File: config.mk
export PLATFORM = sky130hd
export DESIGN_NAME = uart_rx
export DESIGN_NICKNAME = d
export VERILOG_FILES = /design/src/rtl/uart_pkg.sv /design/src/rtl/uart_rx_sync.sv /design/src/rtl/uart_rx.sv
export SDC_FILE = /design/constraint.sdc
export NUM_CORES = 1
export LEC_CHECK = 0
export BUFFER_PORTS_ARGS = -buffer_cell sky130_fd_sc_hd__buf_4
export CORE_MARGIN = 3
export CORE_UTILIZATION = 59
export DETAILED_ROUTE_END_ITERATION = 16
export PLACE_DENSITY = 0.87
export SKIP_CTS_REPAIR_TIMING = 1
export SYNTH_ARGS = -nofsm -noshare
export SYNTH_HDL_FRONTEND = slang
export SYNTH_HIERARCHICAL = 1
export SYNTH_SLANG_ARGS = --single-unit
File: constraint.sdc
create_clock -name i_Clock -period 2.66 [get_ports i_Clock]
set_input_delay 0.266 -clock i_Clock [delete_from_list [all_inputs] [get_ports i_Clock]]
set_output_delay 0.266 -clock i_Clock [all_outputs]
set_load 0.05 [all_outputs]
File: src/rtl/uart_pkg.sv
// ============================================================================
// uart_pkg : shared types and frame constants for the UART receiver
// Rev 1.0  : initial release (optional parity via UART_RX_PARITY_EN)
// ============================================================================
`default_nettype none

package uart_pkg;

  localparam int   CLKS_PER_BIT_9600 = 5208;
  localparam int   DATA_BITS         = 8;
  localparam logic STOP_VAL          = 1'b1;

  typedef enum logic [2:0] {
    IDLE    = 3'd0,
    START   = 3'd1,
    DATA    = 3'd2,
`ifdef UART_RX_PARITY_EN
    PARITY  = 3'd3,
`endif
    STOP    = 3'd4,
    CLEANUP = 3'd5
  } rx_state_t;

  // Even parity: the parity bit equals the XOR of all data bits.
  function automatic logic even_parity(input logic [DATA_BITS-1:0] data);
    return ^data;
  endfunction

endpackage

`default_nettype wire

File: src/rtl/uart_rx_sync.sv
// ============================================================================
// uart_rx_sync : two-flop synchronizer for the serial line, resets to idle (1)
// Rev 1.0      : initial release
// ============================================================================
`default_nettype none

module uart_rx_sync (
  input  logic clk,
  input  logic rst_n,
  input  logic rx_async,
  output logic rx_sync
);

  logic meta;

  always_ff @(posedge clk or negedge rst_n) begin
    if (!rst_n) begin
      meta    <= 1'b1;
      rx_sync <= 1'b1;
    end else begin
      meta    <= rx_async;
      rx_sync <= meta;
    end
  end

endmodule

`default_nettype wire

File: src/rtl/uart_rx.sv
// ============================================================================
// uart_rx : 8N1 UART receiver, mid-bit sampling; optional even parity when
//           UART_RX_PARITY_EN is defined
// Rev 1.0 : initial release
// ============================================================================
`default_nettype none

module uart_rx
  import uart_pkg::*;
#(
  parameter int CLKS_PER_BIT = CLKS_PER_BIT_9600
) (
  input  logic       i_Clock,
  input  logic       i_Rst_n,
  input  logic       i_Rx_Serial,
  output logic [7:0] o_Rx_Byte,
  output logic       o_Rx_DV,
  output logic       o_Rx_Active,
  output logic       o_Frame_Err,
  output logic       o_Parity_Err
);

  localparam int            CW       = $clog2(CLKS_PER_BIT);
  localparam logic [CW-1:0] LAST_CNT = CW'(CLKS_PER_BIT - 1);
  localparam logic [CW-1:0] MID_CNT  = CW'((CLKS_PER_BIT - 1) / 2);
  localparam logic [2:0]    LAST_BIT = 3'(DATA_BITS - 1);

  generate
    if (CLKS_PER_BIT < 4) begin : g_cpb_check
      $error("uart_rx: CLKS_PER_BIT must be at least 4");
    end
  endgenerate

  logic                 rx_s;
  rx_state_t            state;
  logic [CW-1:0]        clk_cnt;
  logic [2:0]           bit_idx;
  logic [DATA_BITS-1:0] shift;
`ifdef UART_RX_PARITY_EN
  logic                 par_bad;
  logic                 par_pulse;
`endif

  uart_rx_sync u_sync (
    .clk      (i_Clock),
    .rst_n    (i_Rst_n),
    .rx_async (i_Rx_Serial),
    .rx_sync  (rx_s)
  );

  always_ff @(posedge i_Clock or negedge i_Rst_n) begin
    if (!i_Rst_n) begin
      state       <= IDLE;
      clk_cnt     <= '0;
      bit_idx     <= '0;
      shift       <= '0;
      o_Rx_Byte   <= '0;
      o_Rx_DV     <= 1'b0;
      o_Rx_Active <= 1'b0;
      o_Frame_Err <= 1'b0;
`ifdef UART_RX_PARITY_EN
      par_bad     <= 1'b0;
      par_pulse   <= 1'b0;
`endif
    end else begin
      // Pulses are set only on the STOP->CLEANUP transition, so they last one cycle.
      o_Rx_DV     <= 1'b0;
      o_Frame_Err <= 1'b0;
`ifdef UART_RX_PARITY_EN
      par_pulse   <= 1'b0;
`endif
      case (state)
        IDLE: begin
          clk_cnt <= '0;
          bit_idx <= '0;
`ifdef UART_RX_PARITY_EN
          par_bad <= 1'b0;
`endif
          if (!rx_s) state <= START;
        end

        START: begin
          if (clk_cnt == MID_CNT) begin
            clk_cnt <= '0;
            if (!rx_s) begin
              state       <= DATA;
              o_Rx_Active <= 1'b1;
            end else begin
              state <= IDLE;
            end
          end else begin
            clk_cnt <= clk_cnt + 1'b1;
          end
        end

        DATA: begin
          if (clk_cnt == LAST_CNT) begin
            clk_cnt        <= '0;
            shift[bit_idx] <= rx_s;
            if (bit_idx == LAST_BIT) begin
              bit_idx <= '0;
`ifdef UART_RX_PARITY_EN
              state   <= PARITY;
`else
              state   <= STOP;
`endif
            end else begin
              bit_idx <= bit_idx + 1'b1;
            end
          end else begin
            clk_cnt <= clk_cnt + 1'b1;
          end
        end

`ifdef UART_RX_PARITY_EN
        PARITY: begin
          if (clk_cnt == LAST_CNT) begin
            clk_cnt <= '0;
            par_bad <= (rx_s != even_parity(shift));
            state   <= STOP;
          end else begin
            clk_cnt <= clk_cnt + 1'b1;
          end
        end
`endif

        STOP: begin
          if (clk_cnt == LAST_CNT) begin
            clk_cnt   <= '0;
            o_Rx_Byte <= shift;
            state     <= CLEANUP;
            if (rx_s == STOP_VAL) begin
`ifdef UART_RX_PARITY_EN
              o_Rx_DV <= ~par_bad;
`else
              o_Rx_DV <= 1'b1;
`endif
            end else begin
              o_Frame_Err <= 1'b1;
            end
`ifdef UART_RX_PARITY_EN
            par_pulse <= par_bad;
`endif
          end else begin
            clk_cnt <= clk_cnt + 1'b1;
          end
        end

        CLEANUP: begin
          // A line held low (break) parks here instead of re-triggering START.
          if (rx_s) begin
            state       <= IDLE;
            o_Rx_Active <= 1'b0;
          end
        end

        default: begin
          state <= IDLE;
        end
      endcase
    end
  end

`ifdef UART_RX_PARITY_EN
  assign o_Parity_Err = par_pulse;
`else
  assign o_Parity_Err = 1'b0;
`endif

endmodule

`default_nettype wire

==> flow_metrics.env, run 1 <==
export IMPL_status="finished clean"
export IMPL_drc=0
export IMPL_ys_warn_count=6
export IMPL_row_count=20
export IMPL_avgSynthCellArea_sq_um=10.7
export IMPL_fin_crit_sh=0.895
export IMPL_worstMarginPinSlew_ns=0.632
export IMPL_ff_latch_area_sq_mm=0.00100
export IMPL_grt_ovfl_total=0
export IMPL_cts_max_level=2
export IMPL_ys_types=44
export IMPL_start_util=0.635
export IMPL_slew_headroom=0.573
export IMPL_core_area_sq_mm=0.00315
export IMPL_clkTransAtPathRegs_ns=0.12
export IMPL_period_needed_ns=2.38
export IMPL_crit_required_ns=2.90
export IMPL_nFillCells=235
export IMPL_diodes=0
export IMPL_max_cap_viol_count=0
export IMPL_arrival_ns=2.63
export IMPL_cts_tree="built"
export IMPL_chipWidth_um=64.3
export IMPL_wl_per_cell_um=15.8
export IMPL_synth_nets=193
export IMPL_p_total_mw=1.12
export IMPL_antenna_found_initial=0
export IMPL_final_cell_mix="dfrtp_1 (38), nand2_1 (19), mux2_2 (15)"
export IMPL_seq_power_share=0.546
export IMPL_syn_inst=187
export IMPL_clockBufferDepth=2
export IMPL_crit_type="reg2reg"
export IMPL_combPwrFrac=0.018
export IMPL_p_sw_uw=220
export IMPL_avgViaCountPerCell=6.05
export IMPL_whs_ns=0.365
export IMPL_ant_nets=0
export IMPL_ys_ff_latch=40
export IMPL_grt_setup_unrepaired="false"
export IMPL_ios=15
export IMPL_internal_power_uw=903
export IMPL_grt_pass1_vias=1434
export IMPL_max_freq_mhz=420
export IMPL_finClkSkew_ns=0.0149
export IMPL_worstPathMaxFanout=9
export IMPL_multi_input_area_sq_um=911
export IMPL_numClockSinks=40
export IMPL_power_switching_share=0.196
export IMPL_area_growth_pct=10.6
export IMPL_fin_setup_tns_ns=0
export IMPL_final_common_cell="dfrtp_1"
export IMPL_clock_tree_root_cell="clkbuf_4"
export IMPL_synth_edff_count=0
export IMPL_routed_wl_um=3840
export IMPL_endpoint_kind="register"
export IMPL_die_h_um=64.3
export IMPL_power_share_clock=0.436
export IMPL_setup_viol=0
export IMPL_synth_area_sq_mm=0.00200
export IMPL_io_buffer_count=13
export IMPL_track_usage=0.204
export IMPL_grt_first_pass_wirelength_um=6540
export IMPL_synthArstFlopShare=1.00
export IMPL_place_gp_congestion=0.873
export IMPL_vias=1470
export IMPL_synth_ff_type="dfrtp_1"
export IMPL_finalHoldViolCount=0
export IMPL_power_density_mw_per_mm2=507
export IMPL_hpwl_um=2710
export IMPL_startpoint_type="register"
export IMPL_hold_class="reg2reg"
export IMPL_worst_ir_drop_vdd_uv=381
export IMPL_drive_gt1_frac=0.226
export IMPL_finalNetCount=205
export IMPL_slew_viol_final=0
export IMPL_final_util=0.702
export IMPL_drt_pass1_iterations=4
export IMPL_ys_seq_area_frac=0.501
export IMPL_cts_inserted_buffers=5
export IMPL_p_leak_nw=1.04
export IMPL_grt_max_degree=41
export IMPL_die_area_sq_mm=0.00413
export IMPL_insertion_delay_ns=0.35
export IMPL_dr_first_iter_drc_count=151
## logic make-up (layout without fill, tap and decap cells)
| group | after synthesis | in the layout | synth area share |
|---|---|---|---|
| other cells | 1 | 1 | 0.00187 |
| flops | 40 | 40 | 0.501 |
| simple gates | 65 | 65 | 0.184 |
| mux | 18 | 18 | 0.102 |
| compound gates | 40 | 40 | 0.133 |
| buf+inv | 17 | 29 | 0.0463 |
| xor+xnor | 3 | 3 | 0.0131 |
| fa+ha+maj | 3 | 3 | 0.0188 |
## power groups by stage
| stage | clock [mW] | sequential, mW | combinational, mW |
|---|---|---|---|
| global route | 0.524 | 0.614 | 0.0232 |
| detailed placement | 0 | 0.625 | 0.0190 |
| global placement | 0 | 0.625 | 0.0185 |
| floorplan | 0 | 0.623 | 0.00729 |
| finish | 0.489 | 0.614 | 0.0202 |
| CTS | 0.494 | 0.614 | 0.0191 |
## metrics by stage
step / area, sq um / instances / worst slack (ns)
6_report: 2210 / 243 / 0.279
5_1_grt: 2210 / 243 / 0.177
4_1_cts: 2190 / 241 / 0.280
3_5_place_dp: 2100 / 234 / 0.300
3_3_place_gp: 2100 / 234 / 0.389
2_1_floorplan: 2000 / 187 / 0.454
## Yosys cell counts, types with 2 or more instances
cell type,number,area (sq um)
a41oi_1,4,35.0
nand4bb_1,3,33.8
nor2_1,10,37.5
nand3b_1,4,30.0
or3_1,2,12.5
buf_2,2,10.0
a31oi_1,7,43.8
a21oi_1,6,30.0
a22o_1,3,26.3
nand3_1,7,35.0
nand2_1,19,71.3
mux2_2,15,169
and3_1,4,25.0
o22ai_1,2,12.5
ha_1,3,37.5
nor3_1,6,30.0
mux2i_1,2,20.0
dfstp_2,2,52.6
o21ai_0,7,35.0
clkbuf_1,5,18.8
dfrtp_1,38,951
inv_1,6,22.5
nor3b_2,2,25.0
buf_6,3,33.8
a22oi_1,2,15.0
xor2_1,2,17.5
o31ai_1,4,30.0
## final timing paths
path                                        startpoint                        to  slack, ns  cells after the start
worst max-delay path            clk_cnt[0]$_DFFE_PN0P_      shift[0]$_DFFE_PN0P_       0.28                      6
worst min-delay path             u_sync/meta$_DFF_PN1_  u_sync/rx_sync$_DFF_PN1_       0.36                      0
worst max register to register  clk_cnt[0]$_DFFE_PN0P_      shift[0]$_DFFE_PN0P_       0.28                      6
worst min register to register   u_sync/meta$_DFF_PN1_  u_sync/rx_sync$_DFF_PN1_       0.36                      0
max in group asynchronous                      i_Rst_n     u_sync/meta$_DFF_PN1_       1.88                      2
min in group asynchronous                      i_Rst_n      shift[5]$_DFFE_PN0P_       0.40                      2
## per-layer routing
metal	up-vias	wire length (um)	global-route usage
li1	707	-	-
met1	714	1600	0.241
met2	41	2000	0.351
met3	8	179	0.0475
met4	0	62	0.0923
met5	-	0	0
## area by class of cell
cell class	instances	area share
Clock buffer	5	0.0169
Sequential cell	40	0.453
Multi-Input combinational cell	130	0.411
Tap cell	44	0.0249
Clock inverter	2	0.0271
Inverter	6	0.0102
Timing Repair Buffer	16	0.0565
## state kept, by name, summed over array words and instances (netlist names)
| name | count |
|---|---|
| bit_idx | 3 |
| clk_cnt | 13 |
| o_Frame_Err | 1 |
| o_Rx_Active | 1 |
| o_Rx_Byte | 8 |
| o_Rx_DV | 1 |
| shift | 8 |
| state | 3 |
| u_sync/meta | 1 |
| u_sync/rx_sync | 1 |
## critical path: stages (launching register included)
cell,delay (ns)
dfrtp_1,0.42
ha_1,0.24
nand4bb_1,0.14
or3_1,0.49
or3_4,0.45
nor3_1,0.19
mux2_2,0.36
Power figures use the tool's default switching activity.
==> run 2: changes to the inputs <==
--- a/config.mk
+++ b/config.mk
@@ -10,7 +10,9 @@
 export CORE_UTILIZATION = 59
 export DETAILED_ROUTE_END_ITERATION = 16
 export PLACE_DENSITY = 0.87
+export SETUP_SLACK_MARGIN = 0.3
 export SKIP_CTS_REPAIR_TIMING = 1
+export SKIP_LAST_GASP = 1
 export SYNTH_ARGS = -nofsm -noshare
 export SYNTH_HDL_FRONTEND = slang
 export SYNTH_HIERARCHICAL = 1
==> run 2 against run 1 <==
Critical path depth unchanged. Sequential power about the same. Worst setup slack gained 0.10 ns. Core utilization up 0.40 points. Final area up 0.57%. First-iteration DRC count down 34%. Power shrank 0.62%. Sequential share of layout area decreased by 0.25 points. Fmax is 4.4% higher. Highest routed layer unchanged.
==> flow_metrics.env, run 2 (synthesis gave the netlist of run 1 again) <==
export IMPL_grt_setup_unrepaired="false"
export IMPL_dr_first_iter_drc_count=99
export IMPL_p_leak_nw=1.05
export IMPL_power_density_mw_per_mm2=501
export IMPL_seq_power_share=0.550
export IMPL_final_cell_mix="dfrtp_1 (38), nand2_1 (19), mux2_2 (15), buf_4 (15), nor2_1 (10)"
export IMPL_cts_max_level=2
export IMPL_critPathTopFamily="simple AND/OR/NAND/NOR gates"
export IMPL_largest_reg_flops=13
export IMPL_slowest_delay_ns=0.44
export IMPL_final_cell_count_no_fill=244
export IMPL_antenna_found_initial=0
export IMPL_cts_tree="built"
export IMPL_final_util=0.706
export IMPL_insertion_delay_ns=0.34
export IMPL_routed_wl_um=3820
export IMPL_slew_viol_final=0
export IMPL_slowest_stage="or3_4"
export IMPL_power_share_clock=0.432
export IMPL_internal_power_uw=903
export IMPL_grt_ovfl_total=0
export IMPL_worstMarginPinSlew_ns=0.529
export IMPL_arrival_ns=2.52
export IMPL_place_gp_congestion=0.873
export IMPL_core_area_sq_mm=0.00315
export IMPL_worstPathMaxFanout=9
export IMPL_power_switching_share=0.191
export IMPL_cp_common_cell="or3_4"
export IMPL_finalHoldViolCount=0
export IMPL_grt_first_pass_wirelength_um=6540
export IMPL_path_buf_inv=0
export IMPL_finalNetCount=206
export IMPL_slew_headroom=0.645
export IMPL_max_cap_viol_count=0
export IMPL_status="finished clean"
export IMPL_max_freq_mhz=438
export IMPL_die_area_sq_mm=0.00413
export IMPL_hold_class="reg2reg"
export IMPL_finClkSkew_ns=0.0133
export IMPL_hpwl_um=2710
export IMPL_crit_required_ns=2.89
export IMPL_ant_nets=0
export IMPL_fin_crit_sh=0.857
export IMPL_track_usage=0.204
export IMPL_crit_chain="ha_1, nand4bb_1, or3_4, or3_4, nor3_1, mux2_2"
export IMPL_grt_max_degree=41
export IMPL_vias=1495
export IMPL_wl_per_cell_um=15.7
export IMPL_fin_setup_tns_ns=0
export IMPL_ios=15
export IMPL_dp_cells=234
export IMPL_startpoint_type="register"
export IMPL_drc=0
export IMPL_die_h_um=64.3
export IMPL_diodes=0
export IMPL_io_buffer_count=13
export IMPL_row_count=20
export IMPL_avgViaCountPerCell=6.13
export IMPL_clock_tree_root_cell="clkbuf_4"
export IMPL_drive_gt1_frac=0.235
export IMPL_chipWidth_um=64.3
export IMPL_area_growth_pct=11.3
export IMPL_top_regs="clk_cnt x13, o_Rx_Byte x8, shift x8"
export IMPL_clkTransAtPathRegs_ns=0.12
export IMPL_cts_inserted_buffers=5
export IMPL_drt_pass1_iterations=4
export IMPL_final_common_cell="dfrtp_1"
export IMPL_setup_viol=0
export IMPL_p_sw_uw=213
export IMPL_period_needed_ns=2.28
export IMPL_crit_type="reg2reg"
export IMPL_numClockSinks=40
export IMPL_worst_ir_drop_vdd_uv=381
export IMPL_grt_pass1_vias=1434
export IMPL_p_total_mw=1.12
export IMPL_start_util=0.635
export IMPL_combPwrFrac=0.018
export IMPL_endpoint_kind="register"
export IMPL_largest_register="clk_cnt"
export IMPL_clockBufferDepth=2
run 2: cell count changes in the layout (fill, tap and decap cells not counted):
cell      previous run  this run
buf_4               14        15
o311ai_0             1         0
o311ai_1             0         1
or3_1                2         1
or3_4                1         2
run 2: stage by stage:
stage | hold slack (ns) | setup WS [ns] | cell area, sq um
6_report | 0.365 | 0.379 | 2230
3_5_place_dp | 0.267 | 0.300 | 2100
4_1_cts | -0.118 | 0.280 | 2190
3_3_place_gp | 0.255 | 0.389 | 2100
5_1_grt | 0.372 | 0.294 | 2230
2_1_floorplan | -0.0296 | 0.454 | 2000
run 2: path summary, 6_finish.rpt:
| path | startpoint | to | slack [ns] | cells past startpoint |
|---|---|---|---|---|
| setup / recovery | clk_cnt[1]$_DFFE_PN0P_ | shift[0]$_DFFE_PN0P_ | 0.38 | 6 |
| min in group asynchronous | i_Rst_n | shift[5]$_DFFE_PN0P_ | 0.41 | 2 |
| setup reg to reg | clk_cnt[1]$_DFFE_PN0P_ | shift[0]$_DFFE_PN0P_ | 0.38 | 6 |
| hold / removal | u_sync/meta$_DFF_PN1_ | u_sync/rx_sync$_DFF_PN1_ | 0.36 | 0 |
| hold reg to reg | u_sync/meta$_DFF_PN1_ | u_sync/rx_sync$_DFF_PN1_ | 0.36 | 0 |
| max in group asynchronous | i_Rst_n | u_sync/meta$_DFF_PN1_ | 1.87 | 2 |
run 2: area by class of cell:
cell class                      count  area [sq um]
Sequential cell                    40          1000
Fill cell                         232           926
Multi-Input combinational cell    130           916
Timing Repair Buffer               17           133
Clock inverter                      2          60.1
Tap cell                           44          55.1
Clock buffer                        5          37.5
Inverter                            6          22.5
run 2: power by group through the flow:
stage / logic, mW / registers [mW] / clock network [mW]
after CTS: 0.0191 / 0.614 / 0.494
after global routing: 0.0232 / 0.614 / 0.524
after global placement: 0.0185 / 0.625 / 0
after detailed placement: 0.0190 / 0.625 / 0
after floorplan: 0.00729 / 0.623 / 0
final: 0.0203 / 0.614 / 0.482
run 2: metal layers:
layer,share of wire,global-route usage,up-vias
li1,-,-,709
met1,0.42,0.241,731
met2,0.52,0.351,47
met3,0.050,0.0475,8
met4,0.015,0.0923,0
met5,0,0,-
run 2: worst reg2reg max path, stage by stage, from the launching register on:
cell and delay (ns):
dfrtp_1 0.40, ha_1 0.23, nand4bb_1 0.15, or3_4 0.44, or3_4 0.42, nor3_1 0.19, mux2_2 0.36
==> run 3: changes to the inputs <==
--- a/config.mk
+++ b/config.mk
@@ -5,11 +5,12 @@
 export SDC_FILE = /design/constraint.sdc
 export NUM_CORES = 1
 export LEC_CHECK = 0
+export ABC_AREA = 1
 export BUFFER_PORTS_ARGS = -buffer_cell sky130_fd_sc_hd__buf_4
 export CORE_MARGIN = 3
-export CORE_UTILIZATION = 59
+export CORE_UTILIZATION = 60
 export DETAILED_ROUTE_END_ITERATION = 16
-export PLACE_DENSITY = 0.87
+export PLACE_DENSITY = 0.88
 export SETUP_SLACK_MARGIN = 0.3
 export SKIP_CTS_REPAIR_TIMING = 1
 export SKIP_LAST_GASP = 1
==> constraint.sdc (replaced) <==
create_clock -name i_Clock -period 2.66 [get_ports i_Clock]
set_input_delay 0.133 -clock i_Clock [delete_from_list [all_inputs] [get_ports i_Clock]]
set_output_delay 0.133 -clock i_Clock [all_outputs]
set_load 0.05 [all_outputs]
==> run 3 against run 2 <==
Synthesized area grew 19%. Count of clock-buffer cells in the layout is 1 higher. Core utilization decreased by 0.38 points. Worst setup slack better by 0.54 ns. Critical endpoint is now o_Rx_Byte[0]$_DFFE_PN0P_. Highest routed layer unchanged.
==> flow_metrics.env, run 3 <==
export IMPL_crit_type="reg2reg"
export IMPL_clockBufferDepth=2
export IMPL_finClkSkew_ns=0.00143
export IMPL_ys_warn_count=6
export IMPL_max_cap_viol_count=0
export IMPL_core_area_sq_mm=0.00374
export IMPL_p_total_mw=1.15
export IMPL_start_util=0.637
export IMPL_diodes=0
export IMPL_clock_tree_root_cell="clkbuf_8"
export IMPL_row_count=22
export IMPL_clkTransAtPathRegs_ns=0.08
export IMPL_worstPathMaxFanout=18
export IMPL_max_freq_mhz=574
export IMPL_finalNetCount=326
export IMPL_finalHoldViolCount=0
export IMPL_wl_per_cell_um=12.3
export IMPL_avgSynthCellArea_sq_um=7.84
export IMPL_dr_first_iter_drc_count=135
export IMPL_track_usage=0.208
export IMPL_insertion_delay_ns=0.29
export IMPL_crit_required_ns=2.83
export IMPL_drive_gt1_frac=0.199
export IMPL_grt_pass1_vias=1865
export IMPL_synth_most_common_cell="nand2_1"
export IMPL_period_needed_ns=1.74
export IMPL_largest_register="clk_cnt"
export IMPL_final_common_cell="nand2_1"
export IMPL_yosys_area_top_type="dfrtp_1"
export IMPL_ys_ff_latch=40
export IMPL_cts_max_level=2
export IMPL_drt_pass1_iterations=4
export IMPL_nFillCells=299
export IMPL_ios=15
export IMPL_startpoint_type="register"
export IMPL_synth_edff_count=0
export IMPL_combPwrFrac=0.017
export IMPL_routed_wl_um=4550
export IMPL_synthArstFlopShare=1.00
export IMPL_avgViaCountPerCell=5.35
export IMPL_power_switching_share=0.201
export IMPL_grt_setup_unrepaired="false"
export IMPL_vias=1974
export IMPL_synth_top_area_share=0.399
export IMPL_grt_ovfl_total=0
export IMPL_worst_ir_drop_vdd_uv=203
export IMPL_hpwl_um=3330
export IMPL_ys_types=31
export IMPL_area_growth_pct=10.3
export IMPL_dp_slack_ns=0.936
export IMPL_ys_seq_area_frac=0.421
export IMPL_internal_power_uw=921
export IMPL_power_share_clock=0.450
export IMPL_io_buffer_count=13
export IMPL_cts_tree="built"
export IMPL_endpoint_kind="register"
export IMPL_drc=0
export IMPL_worst_slack_ns=0.917
export IMPL_top_regs="clk_cnt x13, o_Rx_Byte x8, shift x8"
export IMPL_numClockSinks=40
export IMPL_ant_nets=0
export IMPL_grt_first_pass_wirelength_um=8310
export IMPL_synthTopCellsByCount="nand2_1 (95), dfrtp_1 (38), nand3_1 (33)"
export IMPL_cts_inserted_buffers=5
export IMPL_chipWidth_um=69.0
export IMPL_place_gp_congestion=0.892
export IMPL_synth_area_sq_mm=0.00238
export IMPL_status="finished clean"
export IMPL_grt_max_degree=41
export IMPL_hold_class="in2async"
export IMPL_setup_viol=0
export IMPL_seq_power_share=0.532
export IMPL_fin_setup_tns_ns=0
export IMPL_die_area_sq_mm=0.00477
export IMPL_arrival_ns=1.92
export IMPL_slew_viol_final=0
export IMPL_antenna_found_initial=0
export IMPL_largest_reg_flops=13
export IMPL_syn_inst=304
export IMPL_synth_ff_type="dfrtp_1"
export IMPL_whs_ns=0.355
export IMPL_synth_nets=310
export IMPL_final_cell_mix="nand2_1 (95), dfrtp_1 (38), nand3_1 (33)"
export IMPL_power_density_mw_per_mm2=438
export IMPL_synth_area_leaders="dfrtp_1 (40%), nand2_1 (15%), nand3_1 (6.9%)"
export IMPL_die_h_um=69.0
export IMPL_fin_crit_sh=0.655
export IMPL_p_sw_uw=231
export IMPL_p_leak_nw=1.30
## run 3: changes by cell type after synthesis, sizes merged, moves of 4 or more
| cell | previous run | this run |
|---|---|---|
| a31oi | 7 | 0 |
| inv | 6 | 36 |
| nand3 | 7 | 40 |
| nand2 | 19 | 103 |
| clkbuf | 5 | 0 |
| a21oi | 6 | 0 |
| a41oi | 4 | 0 |
| nor2 | 10 | 32 |
| mux2 | 16 | 0 |
| o21ai | 8 | 15 |
| nand4 | 0 | 17 |
## run 3: power groups by stage
| stage | registers (mW) | logic, mW | clock network [mW] |
|---|---|---|---|
| after global routing | 0.614 | 0.0235 | 0.558 |
| after floorplan | 0.623 | 0.00747 | 0 |
| final | 0.613 | 0.0201 | 0.519 |
| after detailed placement | 0.625 | 0.0188 | 0 |
| after CTS | 0.613 | 0.0188 | 0.531 |
| after global placement | 0.625 | 0.0184 | 0 |
## run 3: worst paths after layout
kind                                             start  slack (ns)  depth (start not counted)                        to
worst max-delay path            clk_cnt[0]$_DFFE_PN0P_        0.92                          8  o_Rx_Byte[0]$_DFFE_PN0P_
worst min-delay path                           i_Rst_n        0.36                          2     o_Frame_Err$_DFF_PN0_
worst max register to register  clk_cnt[0]$_DFFE_PN0P_        0.92                          8  o_Rx_Byte[0]$_DFFE_PN0P_
worst min register to register   u_sync/meta$_DFF_PN1_        0.36                          0  u_sync/rx_sync$_DFF_PN1_
max in group asynchronous                      i_Rst_n        1.94                          2  u_sync/rx_sync$_DFF_PN1_
min in group i_Clock             u_sync/meta$_DFF_PN1_        0.36                          0  u_sync/rx_sync$_DFF_PN1_
## run 3: stage by stage
stage | std cells | cell area (sq um) | util
final | 369 | 2630 | 0.703
after global routing | 369 | 2630 | 0.703
after CTS | 367 | 2610 | 0.697
after detailed placement | 359 | 2490 | 0.665
after global placement | 359 | 2490 | 0.665
after floorplan | 304 | 2380 | -
## run 3: worst max-delay path: stages, from the launching register on
cell and delay [ns]:
dfrtp_1 0.39, ha_1 0.23, nand2_1 0.13, nor2_2 0.15, nand3_2 0.13, inv_2 0.11, nand3_4 0.22, nand2_1 0.19
o21ai_2 0.07
## run 3: cells by family after synthesis
family / synth area share
xor gates and xnor gates: 0.00735
and+or+nand+nor: 0.424
other: 0.00157
buffers and inverters: 0.0803
AOI/OAI and AO/OA: 0.0504
DFF: 0.421
adders and majority gates: 0.0157
## run 3: layer usage
| layer | up-vias | share of wire | routed length (um) | track usage |
|---|---|---|---|---|
| met3 | 7 | 0.043 | 196 | 0.0408 |
| met5 | - | 0 | 0 | 0 |
| li1 | 1016 | - | - | - |
| met1 | 905 | 0.46 | 2090 | 0.282 |
| met2 | 46 | 0.49 | 2210 | 0.337 |
| met4 | 0 | 0.012 | 56 | 0.0629 |
## run 3: layout make-up
cell class              instances  area, sq um  share of cell area
well taps                      48         60.1              0.0228
clock buffers                   6         82.6              0.0314
flip-flops and latches         40         1000               0.382
clock inverters                 2         38.8              0.0147
repair buffers                 15          118              0.0447
inverters                      36          138              0.0523
multi-input cells             222         1190               0.452
